<file path="src/rtl/mips_pkg.sv">
`default_nettype none
// ============================================================================
//  Module   : mips_pkg
//  Brief    : Shared widths, ALU opcode encodings and the packed control
//             bundle carried through the ID/EX, EX/MEM and MEM/WB stages.
//  Revision : 1.0 - initial release
// ============================================================================
package mips_pkg;

    localparam int DATA_W  = 32;
    localparam int REG_AW  = 5;
    localparam int ALUOP_W = 4;

    // ALU operation encodings understood by the EX stage
    localparam logic [ALUOP_W-1:0] c_alu_add  = 4'h0;
    localparam logic [ALUOP_W-1:0] c_alu_sub  = 4'h1;
    localparam logic [ALUOP_W-1:0] c_alu_and  = 4'h2;
    localparam logic [ALUOP_W-1:0] c_alu_or   = 4'h3;
    localparam logic [ALUOP_W-1:0] c_alu_xor  = 4'h4;
    localparam logic [ALUOP_W-1:0] c_alu_nor  = 4'h5;
    localparam logic [ALUOP_W-1:0] c_alu_slt  = 4'h6;
    localparam logic [ALUOP_W-1:0] c_alu_sltu = 4'h7;
    localparam logic [ALUOP_W-1:0] c_alu_sll  = 4'h8;
    localparam logic [ALUOP_W-1:0] c_alu_srl  = 4'h9;
    localparam logic [ALUOP_W-1:0] c_alu_sra  = 4'hA;
    localparam logic [ALUOP_W-1:0] c_alu_lui  = 4'hB;

    // Control bits that travel with an instruction down the pipeline
    typedef struct packed {
        logic               reg_wr;
        logic               mem_rd;
        logic               mem_wr;
        logic               mem_to_reg;
        logic               alu_src;
        logic [ALUOP_W-1:0] alu_op;
    } ctrl_t;

    // A slot without a real instruction must carry no side effects
    function automatic ctrl_t ctrl_qualify(input ctrl_t c, input logic valid);
        ctrl_t q;
        q = valid ? c : '0;
        return q;
    endfunction

endpackage
`default_nettype wire

</file>
<file path="src/rtl/load_use_detect.sv">
`default_nettype none
// ============================================================================
//  Module   : load_use_detect
//  Brief    : Flags an ID instruction that reads the destination of a load
//             currently sitting in EX (data not available until after MEM).
//  Revision : 1.0 - initial release
// ============================================================================
module load_use_detect #(
    parameter int REG_AW = 5
) (
    input  logic              id_valid,
    input  logic [REG_AW-1:0] id_rs,
    input  logic [REG_AW-1:0] id_rt,
    input  logic              id_uses_rs,
    input  logic              id_uses_rt,
    input  logic              ex_valid,
    input  logic              ex_mem_rd,
    input  logic [REG_AW-1:0] ex_wreg,
    output logic              hazard
);

    logic w_ex_is_load;
    logic w_rs_match;
    logic w_rt_match;

    // Register 0 is never written, so a load targeting it cannot create a dependence
    always_comb begin
        w_ex_is_load = id_valid && ex_valid && ex_mem_rd && (ex_wreg != '0);
        w_rs_match   = id_uses_rs && (id_rs == ex_wreg);
        w_rt_match   = id_uses_rt && (id_rt == ex_wreg);
        hazard       = w_ex_is_load && (w_rs_match || w_rt_match);
    end

endmodule
`default_nettype wire

</file>
<file path="src/rtl/id_ex_stage.sv">
`default_nettype none
// ============================================================================
//  Module   : id_ex_stage
//  Brief    : ID/EX pipeline register with load-use stall, branch flush,
//             downstream hold and a saturating bubble counter.
//  Revision : 1.0 - initial release
// ============================================================================
module id_ex_stage #(
    parameter int DATA_W  = mips_pkg::DATA_W,
    parameter int REG_AW  = mips_pkg::REG_AW,
    parameter int ALUOP_W = mips_pkg::ALUOP_W,
    parameter int CNT_W   = 16
) (
    input  logic               clk,
    input  logic               rst,
    input  logic               id_valid,
    input  logic [REG_AW-1:0]  id_rs,
    input  logic [REG_AW-1:0]  id_rt,
    input  logic [REG_AW-1:0]  id_rd,
    input  logic               id_uses_rs,
    input  logic               id_uses_rt,
    input  logic [DATA_W-1:0]  id_rd1,
    input  logic [DATA_W-1:0]  id_rd2,
    input  logic [DATA_W-1:0]  id_imm,
    input  logic               id_reg_wr,
    input  logic               id_mem_rd,
    input  logic               id_mem_wr,
    input  logic               id_mem_to_reg,
    input  logic               id_alu_src,
    input  logic               id_reg_dst,
    input  logic [ALUOP_W-1:0] id_alu_op,
    input  logic               flush,
    input  logic               ex_stall,
    output logic               stall_id,
    output logic               ex_valid,
    output logic [REG_AW-1:0]  ex_rs,
    output logic [REG_AW-1:0]  ex_rt,
    output logic [REG_AW-1:0]  ex_wreg,
    output logic [DATA_W-1:0]  ex_rd1,
    output logic [DATA_W-1:0]  ex_rd2,
    output logic [DATA_W-1:0]  ex_imm,
    output logic               ex_reg_wr,
    output logic               ex_mem_rd,
    output logic               ex_mem_wr,
    output logic               ex_mem_to_reg,
    output logic               ex_alu_src,
    output logic [ALUOP_W-1:0] ex_alu_op,
    output logic [CNT_W-1:0]   bubble_cnt
);

    import mips_pkg::*;

    localparam logic [CNT_W-1:0] c_cnt_max = '1;

    logic               w_hazard;
    logic [REG_AW-1:0]  w_dest;
    logic               w_wr_en;
    logic [REG_AW-1:0]  w_wreg;
    ctrl_t              w_ctrl_raw;
    ctrl_t              w_ctrl;
    logic               w_bump;

    logic               r_valid;
    logic [REG_AW-1:0]  r_rs;
    logic [REG_AW-1:0]  r_rt;
    logic [REG_AW-1:0]  r_wreg;
    logic [DATA_W-1:0]  r_rd1;
    logic [DATA_W-1:0]  r_rd2;
    logic [DATA_W-1:0]  r_imm;
    ctrl_t              r_ctrl;
    logic [CNT_W-1:0]   r_bubble_cnt;

    load_use_detect #(
        .REG_AW (REG_AW)
    ) u_load_use_detect (
        .id_valid   (id_valid),
        .id_rs      (id_rs),
        .id_rt      (id_rt),
        .id_uses_rs (id_uses_rs),
        .id_uses_rt (id_uses_rt),
        .ex_valid   (r_valid),
        .ex_mem_rd  (r_ctrl.mem_rd),
        .ex_wreg    (r_wreg),
        .hazard     (w_hazard)
    );

    // Resolve destination and qualify control; register 0 is never a write target
    always_comb begin
        w_dest                = id_reg_dst ? id_rd : id_rt;
        w_wr_en               = id_reg_wr && (w_dest != '0);
        w_wreg                = w_wr_en ? w_dest : '0;
        w_ctrl_raw.reg_wr     = w_wr_en;
        w_ctrl_raw.mem_rd     = id_mem_rd;
        w_ctrl_raw.mem_wr     = id_mem_wr;
        w_ctrl_raw.mem_to_reg = id_mem_to_reg;
        w_ctrl_raw.alu_src    = id_alu_src;
        w_ctrl_raw.alu_op     = id_alu_op;
        w_ctrl                = ctrl_qualify(w_ctrl_raw, id_valid);
    end

    // A flush wins over a hazard: the dependent instruction is dead anyway
    assign stall_id = rst && (ex_stall || (w_hazard && !flush));
    assign w_bump   = !ex_stall && !flush && w_hazard;

    // EX slot: hold under downstream stall, bubble on flush/hazard, else load
    always_ff @(posedge clk or negedge rst) begin
        if (!rst) begin
            r_valid <= 1'b0;
            r_rs    <= '0;
            r_rt    <= '0;
            r_wreg  <= '0;
            r_rd1   <= '0;
            r_rd2   <= '0;
            r_imm   <= '0;
            r_ctrl  <= '0;
        end else if (ex_stall) begin
            r_valid <= r_valid;
        end else if (flush || w_hazard) begin
            r_valid <= 1'b0;
            r_rs    <= '0;
            r_rt    <= '0;
            r_wreg  <= '0;
            r_rd1   <= '0;
            r_rd2   <= '0;
            r_imm   <= '0;
            r_ctrl  <= '0;
        end else begin
            r_valid <= id_valid;
            r_rs    <= id_rs;
            r_rt    <= id_rt;
            r_wreg  <= w_wreg;
            r_rd1   <= id_rd1;
            r_rd2   <= id_rd2;
            r_imm   <= id_imm;
            r_ctrl  <= w_ctrl;
        end
    end

    // Count load-use bubbles only, saturating so the value never wraps
    always_ff @(posedge clk or negedge rst) begin
        if (!rst) begin
            r_bubble_cnt <= '0;
        end else if (w_bump && (r_bubble_cnt != c_cnt_max)) begin
            r_bubble_cnt <= r_bubble_cnt + 1'b1;
        end
    end

    assign ex_valid      = r_valid;
    assign ex_rs         = r_rs;
    assign ex_rt         = r_rt;
    assign ex_wreg       = r_wreg;
    assign ex_rd1        = r_rd1;
    assign ex_rd2        = r_rd2;
    assign ex_imm        = r_imm;
    assign ex_reg_wr     = r_ctrl.reg_wr;
    assign ex_mem_rd     = r_ctrl.mem_rd;
    assign ex_mem_wr     = r_ctrl.mem_wr;
    assign ex_mem_to_reg = r_ctrl.mem_to_reg;
    assign ex_alu_src    = r_ctrl.alu_src;
    assign ex_alu_op     = r_ctrl.alu_op;
    assign bubble_cnt    = r_bubble_cnt;

endmodule
`default_nettype wire
</file>
<file path="config.mk">
export PLATFORM = sky130hd
export DESIGN_NAME = id_ex_stage
export DESIGN_NICKNAME = d
export VERILOG_FILES = /design/src/rtl/mips_pkg.sv /design/src/rtl/load_use_detect.sv /design/src/rtl/id_ex_stage.sv
export SDC_FILE = /design/constraint.sdc
export NUM_CORES = 1
export LEC_CHECK = 0
export BUFFER_PORTS_ARGS = -buffer_cell sky130_fd_sc_hd__clkbuf_2
export CAP_MARGIN = 15
export CORE_ASPECT_RATIO = 0.75
export CORE_MARGIN = 3
export CORE_UTILIZATION = 41
export CTS_BUF_LIST = sky130_fd_sc_hd__clkbuf_4 sky130_fd_sc_hd__clkbuf_8 sky130_fd_sc_hd__clkbuf_16
export CTS_CLUSTER_DIAMETER = 40
export DETAILED_ROUTE_END_ITERATION = 8
export GPL_ROUTABILITY_DRIVEN = 0
export PLACE_DENSITY = 0.84
export SLEW_MARGIN = 20
export SYNTH_ARGS = -nofsm -noshare
export SYNTH_HDL_FRONTEND = slang
export SYNTH_SLANG_ARGS = --single-unit
</file>
<file path="constraint.sdc">
create_clock -name clk -period 1.7 [get_ports clk]
set_input_delay 0.085 -clock clk [delete_from_list [all_inputs] [get_ports clk]]
set_output_delay 0.085 -clock clk [all_outputs]
set_load 0.05 [all_outputs]
</file>
==> results by stage, run 1 <==
Yosys:
- The synthesized cell area is about 5300 sq um.
- The synthesized design contains ~140 register bits.
- Yosys mapped a number of flops with a built-in enable equal to 0.
- The most common cell in the synthesized netlist is sky130_fd_sc_hd__dfrtp_1.
- The part of the Yosys area used for sequential elements is 64.9%.
- The warning count from the yosys run is 0.
- The most used flip-flop cell after synthesis is sky130_fd_sc_hd__dfrtp_1.
- The synthesized design devotes to its leading area cell type approximately two thirds of total area.
- The largest total area in the synthesized netlist belongs to sky130_fd_sc_hd__dfrtp_1.
- For this run, asynchronously set or reset flops after synthesis account for between 90% and 100%.
- The number of different library cells used by synthesis comes to 32.
- In the synthesized netlist, the cells that appear most often are 137 x sky130_fd_sc_hd__dfrtp_1, 107 x sky130_fd_sc_hd__a22o_1, 25 x sky130_fd_sc_hd__xnor2_1.
- Synthesis produced a netlist whose cell count is roughly 380.
- When the netlist entered floorplanning its net count stood at between 500 and 600.
- By area the synthesized netlist is led by sky130_fd_sc_hd__dfrtp_1 65%, sky130_fd_sc_hd__a22o_1 18%, sky130_fd_sc_hd__xnor2_1 4.1%, sky130_fd_sc_hd__a32o_1 2.7%, sky130_fd_sc_hd__buf_2 1.3%.
- The per-instance average area after synthesis is ~14 sq um.

CTS:
- The number of clock buffers added by TritonCTS is 17.
- The insertion delay of the later-clocked pin in the worst-skew pair is between 0.4 and 0.5 ns.
- TritonCTS built the clock tree.
- The H-tree depth is 4.
- The tree is rooted in a sky130_fd_sc_hd__clkbuf_16.
- The clock-pin slew reported for the worst setup and hold paths after clock tree synthesis is about 0.060 ns.
- The clock passes through at most 2 buffers.
- The CTS sink count is ~140.

Cells and area:
- Cells fill 72.2% of the core in the end.
- In the final layout, the share of cells above drive strength 1 is a little under half.
- The total inserted antenna cells is 0.
- The number of filler cells placed in the layout is 813.
- The area occupied by multi-input gates is between 1500 and 2000 sq um.
- After the flow finishes, the layout carries non-filler instances totaling around 960.
- The combined flip-flop and latch cell area is 3450 sq um.
- The net count of the finished layout is between 900 and 1000.
- The synthesis-to-finish area growth is 70.1%.

Critical path:
- The arrival time at the worst endpoint is 2.22 ns.
- The startpoint type of the worst setup path is a register.
- The critical path data required time is approximately 2.0 ns.
- The critical path is of the reg -> reg type.
- The worst register-to-register path has a depth of 8.
- The kind of end point of the critical path is a register.
- In this run the worst path has a maximum fanout of 29.

Floorplan:
- The number of core rows is 35.
- The y dimension of the die is between 100 and 150 um.
- The floorplan die width is ~140 um.
- The initial core utilization is a little over two fifths.
- The floorplan step defined a die boundary enclosing 14300 sq um.
- The core region is 12400 sq um.
- In this run the count of I/O pins placed on the die edge is about 270.

Global route:
- After global routing the overflow that remains totals 0.
- The via count of the first global-routing pass is 5467.
- The total routing usage reported by global routing is a little over a quarter.
- The largest net degree at the start of global routing is a little over 70.
- The first global-routing pass estimated 29200 um of wire.
- The number of antenna violations at the first check in global routing is 0.

STA:
- The slew at the pin closest to its max-slew limit is 0.913 ns.
- The number of max-slew violations in the final report is 0.
- The number of endpoints failing setup at the final stage is roughly 140.
- The final clock period utilization by the worst path is 114%.
- Across the routed clock network, the largest skew measured is 0.00846 ns.
- In this run the tightest slew margin relative to its limit is approximately 40%.
- Setup repair after global routing could not meet its margin everywhere.
- The clock period minus final worst setup slack is 1.94 ns.
- The total count of hold-check failures in the final report is 0.
- The final-layout setup total negative slack is -19.61 ns.
- Derived from the worst setup path, the maximum achievable clock frequency is slightly above 500 MHz.
- The slack of the critical path is -0.237 ns.

Detailed routing:
- The remaining routing DRC violations is 0.
- The via total after detailed routing is roughly 5100.
- In this run, the number of DRC markers left after iteration 0 of detailed routing was ~280.
- The number of vias per cell is 5.29.
- The routed design has 18600 um of wire.
- The count of TritonRoute iterations in the first routing pass is 5.
- The residual antenna-violating net count after detailed routing is 0.
- After detailed routing, the average wire length per cell comes to slightly below 20 um.

Job:
- Across the run, the number of max-cap violations was 0.

Pwr:
- The part of the total power dissipated in the clock network is about two fifths.
- The total power per unit cell area is ~1100 nW/um^2.
- The portion of total power attributed to sequential cells is about two fifths.
- The power after layout is 9480 uW.
- The total net switching power is roughly 2800 uW.
- The analysis attributes to cell leakage a power of between 0.004 and 0.005 uW.
- Net switching is 29.9% of the power.
- The logic gate share of total power is between 20% and 30%.
- The worst vdd rail ir drop is 625 uV.
- The internal power summed over all cells is approximately 6600 uW.

Run status:
- The final reports fail on setup timing.
- The flow ran to the end, but the final reports show violations.

Place:
- After legalization and detailed placement, the total HPWL measured 11100 um.
- The worst setup slack after placement is -0.103 ns.
- During placement, the flow inserted port buffers numbering approximately 270.
- The post-placement cell count is ~810.

Worst hold path:
- Counting instances, the worst hold path has a depth of 2.
- The type of the most critical hold path is in -> reg.
==> worst paths after layout <==
check | start | endpoint | slack [ns]
hold reg to reg | ex_reg_wr$_DFFE_PN0N_ | ex_reg_wr$_DFFE_PN0N_ | 0.49
max in group asynchronous | rst | ex_wreg[0]$_DFFE_PN0N_ | 0.41
setup / recovery | ex_wreg[3]$_DFFE_PN0N_ | ex_rt[1]$_DFFE_PN0N_ | -0.24
setup reg to reg | ex_wreg[3]$_DFFE_PN0N_ | ex_rt[1]$_DFFE_PN0N_ | -0.24
min in group asynchronous | rst | bubble_cnt[9]$_DFFE_PN0P_ | 0.35
hold / removal | id_reg_wr | ex_wreg[0]$_DFFE_PN0N_ | 0.06
==> metal layers <==
layer  track usage, %  up-vias  wire length [um]
li1                 -     2252                 -
met4             10.1        0               649
met3             7.01       59              1350
met1             30.7     2469              7100
met2             45.6      279              9520
met5                0        -                 0
==> kinds of logic after synthesis <==
group | after synthesis | synth area share (%)
compound gates | 128 | 21.7
mux | 6 | 1.28
flops | 137 | 64.9
simple gates | 47 | 4.91
fa+ha+maj | 1 | 0.237
buf+inv | 33 | 2.82
xor+xnor | 25 | 4.15
==> worst max-delay path, stage by stage, from the launching register on <==
cell	delay [ns]
sky130_fd_sc_hd__dfrtp_2	0.45
sky130_fd_sc_hd__xnor2_2	0.16
sky130_fd_sc_hd__nand4_1	0.17
sky130_fd_sc_hd__o22ai_4	0.25
sky130_fd_sc_hd__buf_4	0.17
sky130_fd_sc_hd__a21boi_4	0.09
sky130_fd_sc_hd__buf_12	0.16
sky130_fd_sc_hd__buf_16	0.16
sky130_fd_sc_hd__a22o_1	0.21
==> layout by cell type (no fill, tap or decap), types with 8 or more instances in the layout <==
cell / n
sky130_fd_sc_hd__a22o_1: 107
sky130_fd_sc_hd__nand4_1: 8
sky130_fd_sc_hd__dfrtp_2: 15
sky130_fd_sc_hd__dfrtp_1: 122
sky130_fd_sc_hd__buf_4: 26
sky130_fd_sc_hd__xnor2_1: 19
sky130_fd_sc_hd__dlygate4sd3_1: 115
sky130_fd_sc_hd__a32o_1: 14
sky130_fd_sc_hd__clkbuf_16: 17
sky130_fd_sc_hd__clkbuf_2: 262
==> final cells by class <==
class,count,share of cell area [%]
Tap cell,166,2.31
Sequential cell,137,38.4
Clock inverter,13,2.17
Timing Repair Buffer,413,31.7
Clock buffer,18,4.82
Inverter,2,0.0836
Multi-Input combinational cell,207,20.5
==> what timing repair did <==
| action | 4_1_cts | 5_1_grt |
|---|---|---|
| setup buffers | 2 | 0 |
| resized for setup | 11 | 5 |
| hold buffers | 115 | 0 |
| cloned | 1 | 0 |
| pin swaps | 8 | 5 |
| hold endpoints to repair | 251 | 0 |
| setup endpoints to repair | 138 | 138 |
==> through the flow <==
step           instance area, sq um  hold slack (ns)
6_report                       8980           0.0557
5_1_grt                        8980           0.0447
4_1_cts                        8950           0.0182
3_5_place_dp                   7060          -0.0592
3_3_place_gp                   7060          -0.0657
2_1_floorplan                  5360           -0.211
==> power by group through the flow <==
stage          logic, uW  clock network, uW  registers [uW]
2_1_floorplan        339                  0            4420
3_3_place_gp        1660                  0            3650
3_5_place_dp        1690                  0            3670
4_1_cts             1940               3960            3620
5_1_grt             2060               4130            3650
6_report            1970               3880            3630
Note: power is estimated with default switching activity, not from simulation.
==> run 2: changes to the inputs <==
GPL_ROUTABILITY_DRIVEN = not set   (was 0)
RECOVER_POWER = 50   (was not set)
==> results by stage, run 2 (synthesis gave the netlist of run 1 again) <==
Cells and area:
- Compared with the post-synthesis result, the final layout area differs by 67.3%.
- The area occupied by multi-input gates is approximately 1800 sq um.
- The number of filler cells placed in the layout is just under 900.
- In the layout the commonest cells are 141 x sky130_fd_sc_hd__clkbuf_2, 122 x sky130_fd_sc_hd__dfrtp_1, 121 x sky130_fd_sc_hd__clkbuf_1, 115 x sky130_fd_sc_hd__dlygate4sd3_1, 107 x sky130_fd_sc_hd__a22o_1.
- The total inserted antenna cells is 0.
- Registers take 3450 sq um.
- The proportion of layout cells with a drive suffix above 1 is between 30% and 40%.
- The final net count is about 910.
- The most common library cell in the layout ignoring fill and taps is sky130_fd_sc_hd__clkbuf_2.

Floorplan:
- The floorplan die width is roughly 140 um.
- The full die area is roughly 14000 sq um.
- The y dimension of the die is 104 um.
- The floorplan step defined a core boundary enclosing 12400 sq um.
- around 270 I/O pins were placed.
- The number of core rows is 35.
- The initial core utilization is about 42%.

STA:
- For the final database, setup skew stands at ~0.0083 ns.
- Adding up every negative setup slack in the final design gives -19.54 ns.
- The number of endpoints failing setup at the final stage is 138.
- For the pin with the worst max-slew slack, the measured transition is slightly above 0.9 ns.
- The max-slew headroom at the worst pin is about two fifths.
- The clock period minus final worst setup slack is about 1.9 ns.
- Setup repair after global routing could not meet its margin everywhere.
- The total count of hold-check failures in the final report is 0.
- The number of max-slew violations in the final report is 0.
- The fmax is between 500 and 600 MHz.
- The final clock period utilization by the worst path is 114%.
- Final hold analysis gives a worst-case slack of just under 0.06 ns.
- In the post-route analysis, the smallest setup slack over all paths is -0.230 ns.

Global route:
- The number of antenna violations at the first check in global routing came to 0.
- The busiest layer in global routing is met2.
- Entering global routing, the biggest net connects 71 pins.
- For this run, global-route usage on met3 was measured as 7.01%.
- Global routing consumed, on the met2 layer, 45.6% of the routing resources.
- The remaining global-route overflow is 0.
- The global-route wire length before repair is between 20000 and 30000 um.
- The via count of the first global-routing pass came to between 5000 and 6000.
- Global routing consumed, on the met1 layer, a little under a third of the routing resources.
- Global routing consumed, over all layers together, 26.2% of the routing resources.

CTS:
- The number of buffers on the longest clock path is 2.
- Clock tree synthesis found a total of 137 sinks.
- CTS built an H-tree with a depth of 4.
- The TritonCTS clock tree is built.
- Buffers inserted during clock tree synthesis total 17.
- For the worst-skew pair, the clock arrives at the later sink with an insertion delay of 0.41 ns.
- The tree is rooted in a sky130_fd_sc_hd__clkbuf_16.
- The clock-pin slew reported for the worst setup and hold paths after clock tree synthesis is about 0.06 ns.

Critical path:
- Data on the critical path arrives at its endpoint at between 2 and 2.5 ns.
- In this run the worst setup path begins at ex_wreg[3]$_DFFE_PN0N_.
- The launching point of the worst reg2reg path is ex_wreg[3]$_DFFE_PN0N_.
- The critical path start-end classification is reg -> reg.
- STA puts the critical path data required time at around 2 ns.
- The biggest fanout along the worst timing path is 29.
- The startpoint type of the worst setup path is a register.
- The worst setup path is captured at a register.

Worst hold path:
- The tightest min-delay check is of the in -> reg type.
- In this run the most critical hold path is launched from id_reg_wr.

Detailed routing:
- The residual antenna-violating net count after detailed routing is 0.
- The first-iteration detailed-routing DRC count is 341.
- The first detailed-routing pass took 5 iterations.
- The number of vias per cell is around 5.3.
- The via total after detailed routing is approximately 5000.
- After detailed routing, the number of remaining DRC violations is 0.
- The routed design has about 19000 um of wire.
- In the final routed layout, each cell accounts on average for slightly below 20 um.

Pwr:
- For this design the static power due to leakage is approximately 0.0042 uW.
- The completed layout was analyzed and its total power is 9440 uW.
- The total power per unit cell area is around 1100 nW/um^2.
- Across the VDD grid, the largest voltage drop is ~620 uV.

Place:
- Detailed placement ended at an HPWL of about 11000 um.
- Timing analysis after detailed placement gives a worst setup slack of -0.103 ns.
- In this run the tool buffered the top-level ports with ~270 buffer cells.
- At the end of routability-driven placement, the weighted congestion stood at 0.865.

Run status:
- The checks that failed: setup timing.
- The run finished, with violations left.

Job:
- The max capacitance violation total is 0.
==> run 2: cell types whose count changed in the layout (fill, tap and decap cells not counted) <==
cell	before	now
sky130_fd_sc_hd__clkbuf_1	0	121
sky130_fd_sc_hd__clkbuf_2	262	141
==> run 2: per-stage QoR <==
stage | util [%] | instance area, sq um | std cells
global placement | 56.8 | 7060 | 807
CTS | 72.0 | 8950 | 956
detailed placement | 56.8 | 7060 | 807
floorplan | - | 5360 | 377
finish | 71.0 | 8830 | 956
global route | 71.0 | 8830 | 956
==> run 2: critical path, stage by stage (launching register included) <==
cell and delay, ns:
sky130_fd_sc_hd__dfrtp_2 0.46, sky130_fd_sc_hd__xnor2_2 0.16, sky130_fd_sc_hd__nand4_1 0.17, sky130_fd_sc_hd__o22ai_4 0.25
sky130_fd_sc_hd__buf_4 0.17, sky130_fd_sc_hd__a21boi_4 0.09, sky130_fd_sc_hd__buf_12 0.16, sky130_fd_sc_hd__buf_16 0.16
sky130_fd_sc_hd__a22o_1 0.20
==> run 2: area by class of cell <==
class | count | share of cell area (%)
flip-flops and latches | 137 | 39.0
repair buffers | 413 | 30.5
multi-input cells | 207 | 20.9
clock buffers | 18 | 4.90
well taps | 166 | 2.35
clock inverters | 13 | 2.21
inverters | 2 | 0.0850
==> run 2: repair_timing <==
item,4_1_cts,5_1_grt
pin swaps,8,5
setup buffers,2,0
endpoints found under the hold margin,251,0
cloned,1,0
hold buffers,115,0
endpoints found under the setup margin,138,138
resized for setup,11,5
==> run 2: report_power, final <==
part | switching [uW] | internal [uW]
Sequential | 150 | 3480
Combinational | 1290 | 628
Clock | 1400 | 2480
Total | 2850 | 6590
==> run 2: layer usage <==
layer	share of wire, %	vias to the layer above
li1	-	2251
met3	7.5	54
met5	0	-
met2	51	274
met4	3.3	0
met1	38	2494
==> run 2: path summary, 6_finish.rpt <==
| check | to | slack (ns) | cells past startpoint |
|---|---|---|---|
| setup / recovery | ex_rd1[30]$_DFFE_PN0N_ | -0.23 | 8 |
| setup reg to reg | ex_rd1[30]$_DFFE_PN0N_ | -0.23 | 8 |
| hold / removal | ex_wreg[4]$_DFFE_PN0N_ | 0.06 | 2 |
| hold reg to reg | bubble_cnt[9]$_DFFE_PN0P_ | 0.49 | 1 |
| max in group asynchronous | ex_wreg[0]$_DFFE_PN0N_ | 0.41 | 3 |
| min in group asynchronous | bubble_cnt[9]$_DFFE_PN0P_ | 0.35 | 2 |
